**src/rtl/instruction_fetch_queue_pkg.sv**
```systemverilog
// Shared definitions for the instruction fetch queue.
//   WORD_W / ADDR_W : instruction word and word-address widths
//   fetch_state_t   : fetch controller states (BOOT, FETCH, FLUSH)
package instruction_fetch_queue_pkg;

    localparam int WORD_W = 32;
    localparam int ADDR_W = 32;

    typedef enum logic [1:0] {
        BOOT  = 2'd0,
        FETCH = 2'd1,
        FLUSH = 2'd2
    } fetch_state_t;

endpackage

```
**src/rtl/instruction_fetch_queue_fetch_fifo.sv**
```systemverilog
// fetch_fifo: circular buffer of (instruction, word address) pairs.
// Ports:
//   clock, reset_n          : clock, asynchronous active-low reset
//   push, push_instr/pc     : write an entry at the tail
//   pop                     : drop the head entry
//   flush                   : empty the buffer (wins over push/pop)
//   head_instr, head_pc     : head entry, forced to 0 while empty
//   full, empty, count      : occupancy status
import instruction_fetch_queue_pkg::*;

module fetch_fifo #(
    parameter int DEPTH = 4,
    localparam int PW = (DEPTH > 1) ? $clog2(DEPTH) : 1,
    localparam int CW = PW + 1
) (
    input  logic              clock,
    input  logic              reset_n,
    input  logic              push,
    input  logic [WORD_W-1:0] push_instr,
    input  logic [ADDR_W-1:0] push_pc,
    input  logic              pop,
    input  logic              flush,
    output logic [WORD_W-1:0] head_instr,
    output logic [ADDR_W-1:0] head_pc,
    output logic              full,
    output logic              empty,
    output logic [CW-1:0]     count
);

    logic [WORD_W-1:0] instr_mem [DEPTH];
    logic [ADDR_W-1:0] pc_mem    [DEPTH];
    logic [PW-1:0]     wr_ptr;
    logic [PW-1:0]     rd_ptr;

    assign empty = (count == '0);
    assign full  = (count == CW'(DEPTH));

    // Gating the head with empty keeps the outputs at zero during and after reset.
    assign head_instr = empty ? '0 : instr_mem[rd_ptr];
    assign head_pc    = empty ? '0 : pc_mem[rd_ptr];

    always_ff @(posedge clock or negedge reset_n) begin
        if (!reset_n) begin
            wr_ptr <= '0;
            rd_ptr <= '0;
            count  <= '0;
        end else if (flush) begin
            wr_ptr <= '0;
            rd_ptr <= '0;
            count  <= '0;
        end else begin
            if (push) wr_ptr <= wr_ptr + 1'b1;
            if (pop)  rd_ptr <= rd_ptr + 1'b1;
            count <= count + CW'(push) - CW'(pop);
        end
    end

    // Storage carries no reset; entries are only visible once written.
    always_ff @(posedge clock) begin
        if (push && !flush) begin
            instr_mem[wr_ptr] <= push_instr;
            pc_mem[wr_ptr]    <= push_pc;
        end
    end

endmodule

```
**src/rtl/instruction_fetch_queue.sv**
```systemverilog
// instruction_fetch_queue: sequential instruction prefetcher with redirect.
// Issues word-address fetch requests, tags in-order responses with their pc,
// buffers them in fetch_fifo and discards responses that belong to a fetch
// stream abandoned by a redirect.
// Ports:
//   clock, reset_n                  : clock, asynchronous active-low reset
//   mem_req_valid/addr/ready        : fetch request channel
//   mem_rsp_valid/data              : in-order response channel (no backpressure)
//   redirect, redirect_addr         : flush and restart fetch at a new address
//   out_valid/instr/pc, out_ready   : instruction output channel
//   fsm_state                       : current controller state (debug)
//   flush_count                     : discarded-instruction counter, present only
//                                     when INSTRUCTION_FETCH_QUEUE_STATS_EN is defined
// Handshake: a transfer on a valid/ready pair happens in a cycle where both
// are 1; valid never waits for ready, and the payload is held while valid=1
// and ready=0.
import instruction_fetch_queue_pkg::*;

module instruction_fetch_queue #(
    parameter int          DEPTH    = 4,
    parameter logic [31:0] RESET_PC = 32'h0000_0000
) (
    input  logic              clock,
    input  logic              reset_n,
    output logic              mem_req_valid,
    output logic [ADDR_W-1:0] mem_req_addr,
    input  logic              mem_req_ready,
    input  logic              mem_rsp_valid,
    input  logic [WORD_W-1:0] mem_rsp_data,
    input  logic              redirect,
    input  logic [ADDR_W-1:0] redirect_addr,
    output logic              out_valid,
    output logic [WORD_W-1:0] out_instr,
    output logic [ADDR_W-1:0] out_pc,
    input  logic              out_ready,
    output logic [1:0]        fsm_state
`ifdef INSTRUCTION_FETCH_QUEUE_STATS_EN
    ,
    output logic [31:0]       flush_count
`endif
);

    localparam int CW = $clog2(DEPTH) + 1;

    fetch_state_t      state;
    logic [ADDR_W-1:0] fetch_pc;
    logic [ADDR_W-1:0] tail_pc;   // pc of the oldest outstanding request that will be kept
    logic [CW-1:0]     in_flight;
    logic [CW-1:0]     drop_cnt;
    logic [CW-1:0]     count;
    logic [CW:0]       budget;
    logic [CW-1:0]     redirect_drops;
    logic              full;
    logic              empty;
    logic              req_fire;
    logic              pop;
    logic              push;
    logic              drop_rsp;

    // Requests are limited so every outstanding response has a guaranteed slot.
    assign budget        = {1'b0, count} + {1'b0, in_flight};
    assign mem_req_valid = (state != BOOT) && !redirect && !full &&
                           (budget < (CW+1)'(DEPTH));
    assign mem_req_addr  = fetch_pc;
    assign req_fire      = mem_req_valid && mem_req_ready;

    assign out_valid = !empty;
    assign pop       = out_valid && out_ready;

    // A response arriving in the redirect cycle is already stale.
    assign drop_rsp       = mem_rsp_valid && (redirect || (drop_cnt != '0));
    assign push           = mem_rsp_valid && !drop_rsp;
    assign redirect_drops = in_flight - CW'(mem_rsp_valid);

    assign fsm_state = state;

    fetch_fifo #(.DEPTH(DEPTH)) u_fifo (
        .clock      (clock),
        .reset_n    (reset_n),
        .push       (push),
        .push_instr (mem_rsp_data),
        .push_pc    (tail_pc),
        .pop        (pop),
        .flush      (redirect),
        .head_instr (out_instr),
        .head_pc    (out_pc),
        .full       (full),
        .empty      (empty),
        .count      (count)
    );

    always_ff @(posedge clock or negedge reset_n) begin
        if (!reset_n) begin
            state     <= BOOT;
            fetch_pc  <= RESET_PC;
            tail_pc   <= RESET_PC;
            in_flight <= '0;
            drop_cnt  <= '0;
        end else begin
            // No request fires in a redirect cycle, so this covers both paths.
            in_flight <= in_flight + CW'(req_fire) - CW'(mem_rsp_valid);
            if (redirect) begin
                fetch_pc <= redirect_addr;
                tail_pc  <= redirect_addr;
                drop_cnt <= redirect_drops;
                state    <= (redirect_drops != '0) ? FLUSH : FETCH;
            end else begin
                if (req_fire) fetch_pc <= fetch_pc + 1'b1;
                if (push)     tail_pc  <= tail_pc + 1'b1;
                if (drop_rsp) drop_cnt <= drop_cnt - 1'b1;
                case (state)
                    BOOT:    state <= FETCH;
                    FLUSH:   if (drop_cnt == '0) state <= FETCH;
                    default: state <= state;
                endcase
            end
        end
    end

`ifdef INSTRUCTION_FETCH_QUEUE_STATS_EN
    logic [CW:0] flushed_now;
    logic [32:0] stats_sum;

    // Entries popped in the redirect cycle were consumed, not flushed.
    assign flushed_now = redirect ? ({1'b0, count} - (CW+1)'(pop)) : '0;
    assign stats_sum   = {1'b0, flush_count} + 33'(flushed_now) + 33'(drop_rsp);

    always_ff @(posedge clock or negedge reset_n) begin
        if (!reset_n) flush_count <= '0;
        else          flush_count <= stats_sum[32] ? 32'hFFFF_FFFF : stats_sum[31:0];
    end
`endif

endmodule
```
**config.mk**
```make
export PLATFORM = sky130hd
export DESIGN_NAME = instruction_fetch_queue
export DESIGN_NICKNAME = d
export VERILOG_FILES = /design/src/rtl/instruction_fetch_queue_pkg.sv /design/src/rtl/instruction_fetch_queue_fetch_fifo.sv /design/src/rtl/instruction_fetch_queue.sv
export SDC_FILE = /design/constraint.sdc
export NUM_CORES = 1
export LEC_CHECK = 0
export BUFFER_PORTS_ARGS = -buffer_cell sky130_fd_sc_hd__buf_2
export CELL_PAD_IN_SITES_DETAIL_PLACEMENT = 1
export CELL_PAD_IN_SITES_GLOBAL_PLACEMENT = 2
export CORE_MARGIN = 2
export CORE_UTILIZATION = 46
export CTS_CLUSTER_SIZE = 28
export DETAILED_ROUTE_END_ITERATION = 8
export GPL_ROUTABILITY_DRIVEN = 0
export GPL_TIMING_DRIVEN = 0
export PLACE_DENSITY = 0.95
export SETUP_SLACK_MARGIN = 0.02
export SYNTH_ARGS = -nofsm -noshare
export SYNTH_HDL_FRONTEND = slang
export SYNTH_SLANG_ARGS = --single-unit
```
**constraint.sdc**
```tcl
create_clock -name clock -period 9.6 [get_ports clock]
set_clock_uncertainty 0.05 [all_clocks]
set_input_delay 0.96 -clock clock [delete_from_list [all_inputs] [get_ports clock]]
set_output_delay 0.96 -clock clock [all_outputs]
set_load 0.02 [all_outputs]
```
== Word-level counts from Yosys, hierarchy flattened ==
Memories as Yosys holds them, arrays and structs flattened.
Cells that the tools add are included.

* Register bits after elaboration: 79
* Bits in latches: 0
* Bits in writable memories: 256
* Memory bits (read-only): 0
* Input port bits: 70
* Output and inout bits: 100
* Word-level logic and storage cells: 69
* Memories: 2

{| class="wikitable"
|+ Memories
! name !! depth !! bits a word !! rd ports !! clocked after memory_dff !! wr ports !! line !! source
|-
| u_fifo.instr_mem || 4 || 32 || 1 || 0 || 1 || instruction_fetch_queue_fetch_fifo.sv:30 || <nowiki>logic [WORD_W-1:0] instr_mem [DEPTH];</nowiki>
|-
| u_fifo.pc_mem || 4 || 32 || 1 || 0 || 1 || instruction_fetch_queue_fetch_fifo.sv:31 || <nowiki>logic [ADDR_W-1:0] pc_mem [DEPTH];</nowiki>
|}

* Add/sub/neg operators: 11
* Multiply operators: 0
* Div/mod/pow operators: 0
* Magnitude comparators: 1
* Equality and inequality tests: 3
* Shift operators: 0
* Muxes and demuxes: 19
* Bitwise gates (word level): 0
* Reductions and logical operators: 25

{| class="wikitable"
|+ Operator list
! cell !! number
|-
| $mux W32 || 6
|-
| $add A32 B1 Y32 const B || 2
|-
| $mux W2 || 7
|-
| $reduce_bool A2 Y1 || 5
|-
| $mux W3 || 3
|-
| $reduce_bool A3 Y1 || 3
|-
| $sub A3 B1 Y3 || 3
|-
| $logic_and A1 B1 Y1 || 8
|-
| $add A3 B1 Y3 || 2
|-
| $logic_not A3 Y1 || 2
|-
| $add A2 B1 Y2 const B || 2
|-
| $add A3 B3 Y4 || 1
|-
| $logic_not A1 Y1 || 4
|-
| $lt A4 B3 Y1 const B || 1
|-
| $pmux W2 S2 || 1
|-
| $eq A3 B3 Y1 const B || 1
|-
| $ne A3 B3 Y1 const B || 1
|-
| $sub A3 B1 Y3 const B || 1
|-
| $eq A2 B2 Y1 const B || 1
|-
| $logic_not A2 Y1 || 1
|-
| $mux W1 || 2
|-
| $reduce_and A2 Y1 || 1
|-
| $logic_or A1 B1 Y1 || 1
|}

== Longest topological paths before layout ==
Gate-level depths: netlist of the first run.

* Word-level depth: 8
* Depth in mapped cells: 13
* Gate-level depth less buffers: 12

== Hierarchy ==
Synthesis of the first run repeated with hierarchy kept, for this count alone.

* Cells, all modules: 888
* Area total of the unflattened synthesis: 14412.6 um^2

{| class="wikitable"
|+ By module, submodules not included
! module !! instances !! cells each !! area an instance (um^2) !! seq. area each (um^2)
|-
| fetch_fifo || 1 || 446 || 10132.2 || 7862.5
|-
| instruction_fetch_queue || 1 || 442 || 4280.4 || 1801.7
|}

== Least setup slack after synthesis of the first run ==
No wires, ideal clock.

* Kind: input -> register
* Start: input mem_rsp_valid
* End: memory u_fifo.instr_mem[0][0] (enable)
* Library setup time: 0.429 ns
* Arrival: 3.015 ns
* Required time: 9.121 ns
* Slack: 6.106 ns
* Stages: 3
* Buffers on the path: 1
* Cell sequence: and3b_1 clkbuf_1 and3_1

* Word-level cells in the longest chain between the ends: 6

{| class="wikitable"
|+ Ends and longest elaborated chain
! element !! line !! source
|-
| start: declaration || instruction_fetch_queue.sv:28 || <nowiki>input logic mem_rsp_valid,</nowiki>
|-
| $logic_and A1 B1 Y1 || instruction_fetch_queue.sv:71 || <nowiki>assign drop_rsp = mem_rsp_valid && (redirect || (drop_cnt != '0));</nowiki>
|-
| $logic_not A1 Y1 || instruction_fetch_queue.sv:72 || <nowiki>assign push = mem_rsp_valid && !drop_rsp;</nowiki>
|-
| $logic_and A1 B1 Y1 * || instruction_fetch_queue.sv:72 ||
|-
| $logic_and A1 B1 Y1 * || instruction_fetch_queue_fetch_fifo.sv:60 || <nowiki>if (push && !flush) begin</nowiki>
|-
| $mux W1 * || instruction_fetch_queue_fetch_fifo.sv:60 ||
|-
| $mux W1 (implied by the code) * || instruction_fetch_queue_fetch_fifo.sv:61 || <nowiki>instr_mem[wr_ptr] <= push_instr;</nowiki>
|-
| end: declaration || instruction_fetch_queue_fetch_fifo.sv:30 ||
|}

Mark *: on every way between the ends. The rest lies on a longest branch, timed or not.

== Final worst setup path of the first run ==
* Start: register u_fifo.rd_ptr[0]
* End: output out_instr[23]

* Word-level cells in the longest chain between the ends: 2

{| class="wikitable"
|+ Ends and longest elaborated chain
! element !! line !! source
|-
| start: declaration || instruction_fetch_queue_fetch_fifo.sv:33 || <nowiki>logic [PW-1:0] rd_ptr;</nowiki>
|-
| start signal: assignment || instruction_fetch_queue_fetch_fifo.sv:53 || <nowiki>if (pop) rd_ptr <= rd_ptr + 1'b1;</nowiki>
|-
| $mem_v2 Z4 W32 || -- ||
|-
| $mux W32 || instruction_fetch_queue_fetch_fifo.sv:39 || <nowiki>assign head_instr = empty ? '0 : instr_mem[rd_ptr];</nowiki>
|-
| end: declaration || instruction_fetch_queue.sv:33 || <nowiki>output logic [WORD_W-1:0] out_instr,</nowiki>
|}

No other way between the ends.

==> results.py, run 1 <==
metrics = {
    "sta": {
        "tns_ns": 0,
        "whs_ns": 0.321,
        "fin_crit_sh_pct": 40.4,
        "post-route-min-period_ns": 3.88,
        "setup_violations": 0,
        "rsz0062_at_grt": "no",
        "relSlewSlack_pct": 37.1,
        "finalMaxSlewViolations": 0,
        "max_freq_mhz": 258,
        "worstMarginPinSlew_ns": 0.937,
        "hold_viol": 0,
    },
    "setup_path": {
        "start_kind": "register",
        "critPathKind": "register to output pin",
        "critPathMaxStageDelay_ns": 0.73,
        "rrSetupSlack_ns": 6.18,
        "worstSetupStartpoint": "u_fifo.rd_ptr[0]",
        "worstPathCellList": "buf_2 > buf_1 > mux4_2 > and2_1 > buf_2",
        "crit_required_ns": 8.59,
        "r2r-start": "u_fifo.count[2]",
        "crit-reg2reg-capture": "in_flight[2]",
        "arrival_ns": 2.87,
        "crit_family": "buffers and inverters",
        "cp-end-kind": "output pin",
        "critPathBufInv": 3,
        "cp_common_cell": "buf_2",
        "reg2reg_depth": 13,
        "critPathSlowestCell": "buf_1",
        "cp_max_fo": 10,
    },
    "global_routing": {
        "track_usage_pct": 21.3,
        "grt_pass1_vias": 9222,
        "met3_usage_pct": 3.42,
        "antenna_found_initial": 0,
        "top_usage_layer": "met2",
        "grt_use_met1_pct": 29.1,
        "grt_max_degree": 58,
        "grt_pass1_wl_mm": 53.3,
        "grt-ovfl-total": 0,
        "gr-usage-met2_pct": 36.0,
    },
    "cells_and_area": {
        "multi_input_area_sq_um": 4330,
        "nFillCells": 2925,
        "syn2layout_area_growth_pct": 18.4,
        "drive_above_1_share_pct": 29.1,
        "diodes": 0,
        "regArea_sq_um": 9660,
        "final_nets": 1183,
        "layout_commonest_cell": "edfxtp_1",
        "layout_common_cells": "256 x edfxtp_1, 173 x buf_2, 79 x dfrtp_1",
    },
    "floorplanning": {
        "fp.dieH_microns": 180,
        "pin_count": 170,
        "rows": 64,
        "die-area_sq_um": 32400,
        "core_area_sq_um": 30500,
        "die_w_microns": 180,
        "start_util_pct": 46.7,
    },
    "clock_tree": {
        "htree_levels": 2,
        "cts_tree": "yes",
        "numCtsBuffers": 36,
        "cts_resized": 0,
        "cts-root-buf": "clkbuf_16",
        "numClockSinks": 335,
        "cts_hold_buf": 0,
        "clock_path_buffers": 3,
        "clkTransAtPathRegs_ns": 0.06,
        "post_cts_buffers": 0,
        "clkLatencyLatePin_ns": 0.51,
    },
    "run": {
        "cap_violations": 0,
    },
    "power": {
        "power.density_nw_per_um2": 249,
        "p_leak_nw": 6.04,
        "max-vdd-ir-drop_v": 0.000117,
    },
    "worst_hold_path": {
        "min_path_type": "input pin to async pin",
    },
    "synth": {
        "yosysSeqAreaShare_pct": 67.9,
        "synth_edf_count": 256,
        "synth_top_family_by_area": "multiplexers",
        "synthAdderAreaFrac_pct": 1.69,
        "synth-seq-cells": 335,
        "synthSimpleGateAreaFrac_pct": 10.3,
        "syn_inst": 883,
        "synth-compound-area-share_pct": 2.93,
        "syn_nets": 971,
        "async_flop_share_pct": 23.6,
        "ys_types": 48,
        "synth_mux_area_share_pct": 12.2,
        "yosys_warnings": 0,
        "synth_xor_area_share_pct": 3.20,
        "synthFlopType": "edfxtp_1",
        "netlist_area_sq_um": 14200,
        "postSynthAreaPerCell_sq_um": 16.1,
    },
    "placed_design": {
        "io_buffers": 168,
        "hpwl_mm": 23.3,
    },
    "detailed_routing": {
        "vias_per_cell": 5.63,
        "wire_per_inst_microns": 22.7,
        "dr.pass1.iters": 5,
        "vias": 8543,
        "routed_wl_mm": 34.5,
        "drtIter0Drc": 587,
        "drc": 0,
        "antenna_left": 0,
    },
    "outcome": {
        "status": "finished, final reports clean",
    },
}
-- per-stage QoR --
stage	util, %	total power [mW]	instance area [sq um]	instances	worst slack, ns
after floorplan	-	2.53	14200	883	6.11
after global placement	51.0	2.88	15600	1447	4.69
after detailed placement	51.6	2.93	15700	1452	5.73
after CTS	55.2	4.25	16900	1517	5.59
after global routing	55.3	4.39	16900	1518	5.47
final	55.3	4.20	16900	1518	5.72
-- worst max-delay path by stage --
stage	endpoint	slack [ns]	cells past startpoint
3_5_place_dp	in_flight[2]	5.73	13
6_report	out_instr[23]	5.72	5
5_1_grt	out_instr[3]	5.47	5
4_1_cts	out_instr[29]	5.59	5
3_3_place_gp	u_fifo.instr_mem[0][22]	4.69	4
2_1_floorplan	u_fifo.instr_mem[0][0]	6.11	3
-- routing by layer --
layer	vias up	wire [microns]
li1	3822	-
met1	4450	15300
met2	236	17200
met3	35	1490
met4	0	523
met5	-	0
-- cell families after synthesis --
family / after synthesis
flip-flops: 335
XOR/XNOR: 52
buffers and inverters: 65
adder cells (fa/ha/maj): 18
AO/OA/AOI/OAI: 65
AND/OR/NAND/NOR: 258
multiplexers: 90
-- Yosys cell counts (2+ instances only) --
| master | count | share of area (%) |
|---|---|---|
| and3_1 | 17 | 0.75 |
| ha_1 | 16 | 1.4 |
| o21ai_0 | 14 | 0.49 |
| nand2_1 | 36 | 0.95 |
| a21boi_0 | 6 | 0.32 |
| nand4_1 | 36 | 1.6 |
| mux2_2 | 25 | 2.0 |
| a31oi_1 | 10 | 0.44 |
| clkbuf_1 | 32 | 0.84 |
| xor2_1 | 23 | 1.4 |
| nor2_1 | 30 | 0.79 |
| nand2b_1 | 4 | 0.18 |
| o211ai_1 | 3 | 0.16 |
| nand3_1 | 18 | 0.63 |
| or4_1 | 10 | 0.53 |
| o31a_1 | 7 | 0.43 |
| mux4_2 | 64 | 10 |
| inv_1 | 20 | 0.53 |
| and2_1 | 74 | 3.3 |
| fa_1 | 2 | 0.28 |
| a21oi_1 | 15 | 0.53 |
| nor3b_1 | 2 | 0.11 |
| dfrtp_1 | 79 | 14 |
| nor3_1 | 7 | 0.25 |
| buf_1 | 5 | 0.13 |
| or3_1 | 4 | 0.18 |
| nor4_1 | 6 | 0.26 |
| xnor2_1 | 29 | 1.8 |
| edfxtp_1 | 256 | 54 |
| o31ai_1 | 5 | 0.26 |
| buf_2 | 5 | 0.18 |
| and4_1 | 7 | 0.43 |
-- report_power, final --
part           internal [mW]  switching (mW)  total, mW
clock                  0.771           0.548       1.32
sequential              1.66          0.0989       1.76
combinational          0.469           0.651       1.12
total                   2.90            1.30       4.20
-- registers in the layout, indices dropped and copies added (netlist names) --
register          count
mem_req_addr         32
fsm_state             2
u_fifo.count          3
drop_cnt              3
u_fifo.instr_mem    128
in_flight             3
u_fifo.wr_ptr         2
tail_pc              32
u_fifo.rd_ptr         2
u_fifo.pc_mem       128
-- final cells by class --
class	count	share of cell area (%)
Sequential cell	335	57.3
Tap cell	396	2.94
Timing Repair Buffer	174	5.85
Clock inverter	18	0.876
Inverter	21	0.467
Buffer	44	1.08
Clock buffer	47	5.77
Multi-Input combinational cell	483	25.7
No activity file was read; power rests on OpenSTA's default activity.
==> run 2, diff against run 1 <==
CORE_UTILIZATION = 38   (was 46)
PLACE_DENSITY = 0.85   (was 0.95)
clock period = 3.4 ns   (was 9.6 ns; I/O delays follow)
==> results.py, run 2 (synthesis results as in run 1) <==
metrics = {
    "outcome": {
        "status": "finished, final reports clean",
    },
    "cells_and_area": {
        "regArea_sq_um": 9670,
        "layout_common_cells": "256 x edfxtp_1, 172 x buf_2, 77 x dfrtp_1",
        "syn2layout_area_growth_pct": 22.9,
        "diodes": 0,
        "final_nets": 1218,
        "nFillCells": 3639,
        "layout_commonest_cell": "edfxtp_1",
        "fin_util_pct": 47.6,
        "drive_above_1_share_pct": 29.9,
        "top_regs": "u_fifo.instr_mem: 128 flops, u_fifo.pc_mem: 128 flops",
        "multi_input_area_sq_um": 4350,
    },
    "power": {
        "power_frac_clock_pct": 33.9,
        "comb_power_share_pct": 26.2,
        "internal_power_mw": 8.62,
        "p_leak_nw": 6.27,
        "power_mw": 12.5,
        "swShare_pct": 30.8,
        "p_seq_share_pct": 39.9,
        "max-vdd-ir-drop_v": 0.000324,
        "power.density_nw_per_um2": 712,
        "p_sw_mw": 3.84,
    },
    "global_routing": {
        "grt-ovfl-total": 0,
        "gr-usage-met2_pct": 30.2,
        "grt_use_met1_pct": 25.5,
        "met3_usage_pct": 2.75,
        "track_usage_pct": 18.3,
        "grt_pass1_wl_mm": 54.5,
        "grt_max_degree": 55,
        "antenna_found_initial": 0,
        "grt_pass1_vias": 9293,
        "top_usage_layer": "met2",
    },
    "floorplanning": {
        "core_area_sq_um": 36800,
        "fp.dieH_microns": 198,
        "pin_count": 170,
        "start_util_pct": 38.7,
        "die-area_sq_um": 39000,
        "die_w_microns": 198,
        "rows": 70,
    },
    "setup_path": {
        "r2r-start": "in_flight[2]",
        "cp_max_fo": 14,
        "cp-end-kind": "register",
        "crit_required_ns": 3.75,
        "worstSetupStartpoint": "in_flight[2]",
        "start_kind": "register",
        "arrival_ns": 3.62,
        "critPathKind": "register to register",
    },
    "sta": {
        "worstMarginPinSlew_ns": 0.899,
        "hold_viol": 0,
        "max_freq_mhz": 306,
        "finalMaxSlewViolations": 0,
        "fin_crit_sh_pct": 96.2,
        "post-route-min-period_ns": 3.27,
        "rsz0062_at_grt": "no",
        "relSlewSlack_pct": 39.6,
        "setup_violations": 0,
    },
    "detailed_routing": {
        "dr.pass1.iters": 5,
        "wire_per_inst_microns": 21.6,
        "drtIter0Drc": 357,
        "antenna_left": 0,
        "vias_per_cell": 5.29,
        "vias": 8620,
        "routed_wl_mm": 35.1,
        "drc": 0,
    },
    "placed_design": {
        "hpwl_mm": 23.7,
        "io_buffers": 168,
    },
    "clock_tree": {
        "cts_tree": "yes",
        "clock_path_buffers": 3,
        "clkLatencyLatePin_ns": 0.52,
        "clkTransAtPathRegs_ns": 0.06,
        "htree_levels": 2,
        "cts-root-buf": "clkbuf_16",
        "numCtsBuffers": 38,
        "numClockSinks": 335,
    },
    "worst_hold_path": {
        "min_path_type": "input pin to register",
        "hp-start": "redirect_addr[9]",
    },
    "run": {
        "cap_violations": 0,
    },
}
## run 2: changes by cell type in the layout (fill, tap and decap cells not counted), moves of 2 or more
cell	previous run	this run
clkbuf_1	41	36
clkinv_1	8	4
clkinv_2	2	5
buf_1	5	2
dlygate4sd3_1	0	33
clkdlybuf4s15_2	0	3
clkinvlp_4	4	8
bufinv_16	2	6
dfrtp_2	0	2
dfrtp_1	79	77
## run 2: cell type report
cell class	instances	area share, %
sequential	335	55.2
multi-input combinational	483	24.9
timing repair buffer	208	7.52
clock buffer	42	5.52
tap	468	3.35
clock inverter	28	1.89
buffer	43	1.14
inverter	21	0.450
## run 2: worst paths after layout
path	to	slack [ns]	cells past startpoint
setup / recovery	in_flight[2]	0.13	12
hold / removal	tail_pc[9]	0.02	2
setup reg to reg	in_flight[2]	0.13	12
hold reg to reg	in_flight[0]	0.50	1
max in group asynchronous	u_fifo.count[2]	2.37	3
min in group asynchronous	mem_req_addr[30]	0.29	2
## run 2: stage by stage
step | instances | cell area, sq um | TNS [ns] | worst slack [ns] | hold WS (ns)
floorplan | 883 | 14200 | 0 | 0.194 | -0.00559
global placement | 1519 | 15700 | -310.08 | -1.24 | 0.471
detailed placement | 1525 | 15800 | 0 | 0.0163 | 0.323
CTS | 1628 | 17500 | 0 | 0.0241 | 0.00692
global route | 1628 | 17500 | 0 | 0.0170 | 0.0153
finish | 1628 | 17500 | 0 | 0.130 | 0.0241
## run 2: worst max-delay path, stage by stage (launching register included)
cell     delay [ns]
dfrtp_2        0.44
ha_1           0.30
or4_4          0.49
nor4_4         0.33
and2_4         0.23
inv_2          0.12
ha_1           0.29
inv_1          0.06
ha_1           0.13
inv_1          0.05
fa_1           0.40
xnor2_2        0.15
xnor2_1        0.12
## run 2: layer usage
metal | routed length [microns] | vias up
li1 | - | 3917
met1 | 16100 | 4426
met2 | 16800 | 227
met3 | 1510 | 50
met4 | 703 | 0
met5 | 0 | -
## run 2: power groups by stage
stage | sequential (mW) | clock, mW | combinational [mW]
floorplan | 5.03 | 0 | 2.12
global placement | 5.03 | 0 | 3.17
detailed placement | 5.04 | 0 | 3.25
CTS | 4.96 | 4.32 | 3.32
global route | 5.01 | 4.46 | 3.56
finish | 4.97 | 4.23 | 3.26
## run 2: timing repair
| action | CTS | global route |
|---|---|---|
| setup endpoints to repair | 15 | 1 |
| resized for setup | 7 | 5 |
| hold endpoints to repair | 166 | 0 |
| setup buffers | 0 | 1 |
| hold buffers | 33 | 0 |
| pin swaps | 0 | 1 |
==> run 3, diff against run 2 <==
BUFFER_PORTS_ARGS = -buffer_cell sky130_fd_sc_hd__clkbuf_2   (was -buffer_cell sky130_fd_sc_hd__buf_2)
==> results.py, run 3 (synthesis results as in run 1) <==
metrics = {
    "setup_path": {
        "crit_family": "adder cells",
        "critPathBufInv": 3,
        "critPathKind": "register to register",
        "cp-end-kind": "register",
        "start_kind": "register",
        "worstPathCellList": "ha_1 > or4_4 > nor4_4 > and2_4 > inv_4 > ha_1 > inv_1 > ha_1 > inv_1 > fa_1 > xnor2_1 > xnor2_1",
        "cp_max_fo": 14,
        "cp_common_cell": "ha_1",
        "crit_required_ns": 3.80,
        "rrSetupSlack_ns": 0.18,
        "arrival_ns": 3.62,
        "critPathSlowestCell": "or4_4",
        "critPathMaxStageDelay_ns": 0.50,
    },
    "detailed_routing": {
        "drc": 0,
        "dr.pass1.iters": 4,
        "drtIter0Drc": 390,
        "vias_per_cell": 5.27,
        "wire_per_inst_microns": 21.4,
        "routed_wl_mm": 34.8,
        "vias": 8560,
        "antenna_left": 0,
    },
    "floorplanning": {
        "die_w_microns": 198,
        "pin_count": 170,
        "core_area_sq_um": 36800,
        "rows": 70,
        "start_util_pct": 38.7,
        "fp.dieH_microns": 198,
        "die-area_sq_um": 39000,
    },
    "placed_design": {
        "io_buffers": 168,
        "post-place-ws_ns": -0.0528,
        "hpwl_mm": 23.6,
    },
    "global_routing": {
        "grt-ovfl-total": 0,
        "met3_usage_pct": 2.78,
        "grt_pass1_vias": 9160,
        "top_usage_layer": "met2",
        "track_usage_pct": 18.3,
        "grt_pass1_wl_mm": 54.1,
        "gr-usage-met2_pct": 30.6,
        "antenna_found_initial": 0,
        "grt_max_degree": 58,
        "grt_use_met1_pct": 25.4,
    },
    "power": {
        "comb_power_share_pct": 27.0,
        "p_seq_share_pct": 41.1,
        "power_frac_clock_pct": 31.9,
        "swShare_pct": 31.1,
        "p_sw_mw": 3.76,
        "p_leak_nw": 6.22,
        "power.density_nw_per_um2": 696,
        "max-vdd-ir-drop_v": 0.000288,
        "internal_power_mw": 8.32,
    },
    "clock_tree": {
        "clock_path_buffers": 3,
        "cts_tree": "yes",
        "cts-root-buf": "clkbuf_16",
        "clkTransAtPathRegs_ns": 0.06,
        "clkLatencyLatePin_ns": 0.53,
        "htree_levels": 2,
        "numClockSinks": 335,
        "numCtsBuffers": 37,
    },
    "sta": {
        "whs_ns": 0.0213,
        "rsz0062_at_grt": "no",
        "max_freq_mhz": 311,
        "timing.final.ws_setup_ns": 0.181,
        "setup_violations": 0,
        "worstMarginPinSlew_ns": 0.926,
        "relSlewSlack_pct": 37.8,
        "finalMaxSlewViolations": 0,
        "post-route-min-period_ns": 3.22,
        "fin_crit_sh_pct": 94.7,
        "hold_viol": 0,
    },
    "outcome": {
        "status": "finished, final reports clean",
    },
    "run": {
        "cap_violations": 0,
    },
    "cells_and_area": {
        "drive_above_1_share_pct": 29.1,
        "top_regs": "u_fifo.instr_mem: 128 flops, u_fifo.pc_mem: 128 flops",
        "final_nets": 1217,
        "diodes": 0,
        "layout_commonest_cell": "edfxtp_1",
        "syn2layout_area_growth_pct": 21.8,
        "layout_common_cells": "256 x edfxtp_1, 169 x clkbuf_2, 78 x dfrtp_1",
    },
    "worst_hold_path": {
        "min_path_type": "input pin to register",
    },
}
[run 3: per-layer routing]
layer | share of wire, % | vias up
met5 | 0 | -
met4 | 1.6 | 0
met3 | 4.2 | 44
met2 | 49 | 211
met1 | 45 | 4397
li1 | - | 3908
[run 3: path summary, 6_finish.rpt]
path / from / cells past startpoint / end
worst max register to register: u_fifo.count[2] / 12 / in_flight[2]
worst min register to register: in_flight[0] / 1 / in_flight[0]
worst max-delay path: u_fifo.count[2] / 12 / in_flight[2]
min in group asynchronous: reset_n / 2 / mem_req_addr[24]
worst min-delay path: mem_rsp_data[18] / 1 / u_fifo.instr_mem[2][18]
max in group asynchronous: reset_n / 3 / u_fifo.count[2]
[run 3: power groups by stage]
stage	Clock, mW	Sequential [mW]	Combinational, mW
floorplan	0	5.03	2.12
global placement	0	5.04	3.17
detailed placement	0	5.05	3.26
CTS	3.96	4.97	3.32
global route	4.11	5.00	3.58
finish	3.86	4.96	3.26
[run 3: area by class of cell]
type	count	area (sq um)
Sequential cell	335	9670
Clock buffer	44	952
Multi-Input combinational cell	483	4350
Timing Repair Buffer	208	1310
Tap cell	468	586
Fill cell	3689	19400
Inverter	21	81.3
Clock inverter	23	210
Buffer	43	188
[run 3: stage by stage]
step | total power, mW | area (sq um) | TNS [ns] | util (%) | std cells
finish | 12.1 | 17300 | 0 | 47.2 | 1625
global route | 12.7 | 17300 | 0 | 47.2 | 1625
CTS | 12.2 | 17300 | 0 | 47.1 | 1623
detailed placement | 8.30 | 15800 | -0.0528 | 43.0 | 1524
global placement | 8.20 | 15700 | -306.59 | 42.6 | 1519
floorplan | 7.15 | 14200 | 0 | - | 883
[run 3: timing repair]
action	CTS	global route
resized for setup	5	7
setup buffers	1	3
hold buffers	31	0
setup endpoints to repair	9	21
pin swaps	0	2
endpoints found under the hold margin	137	0
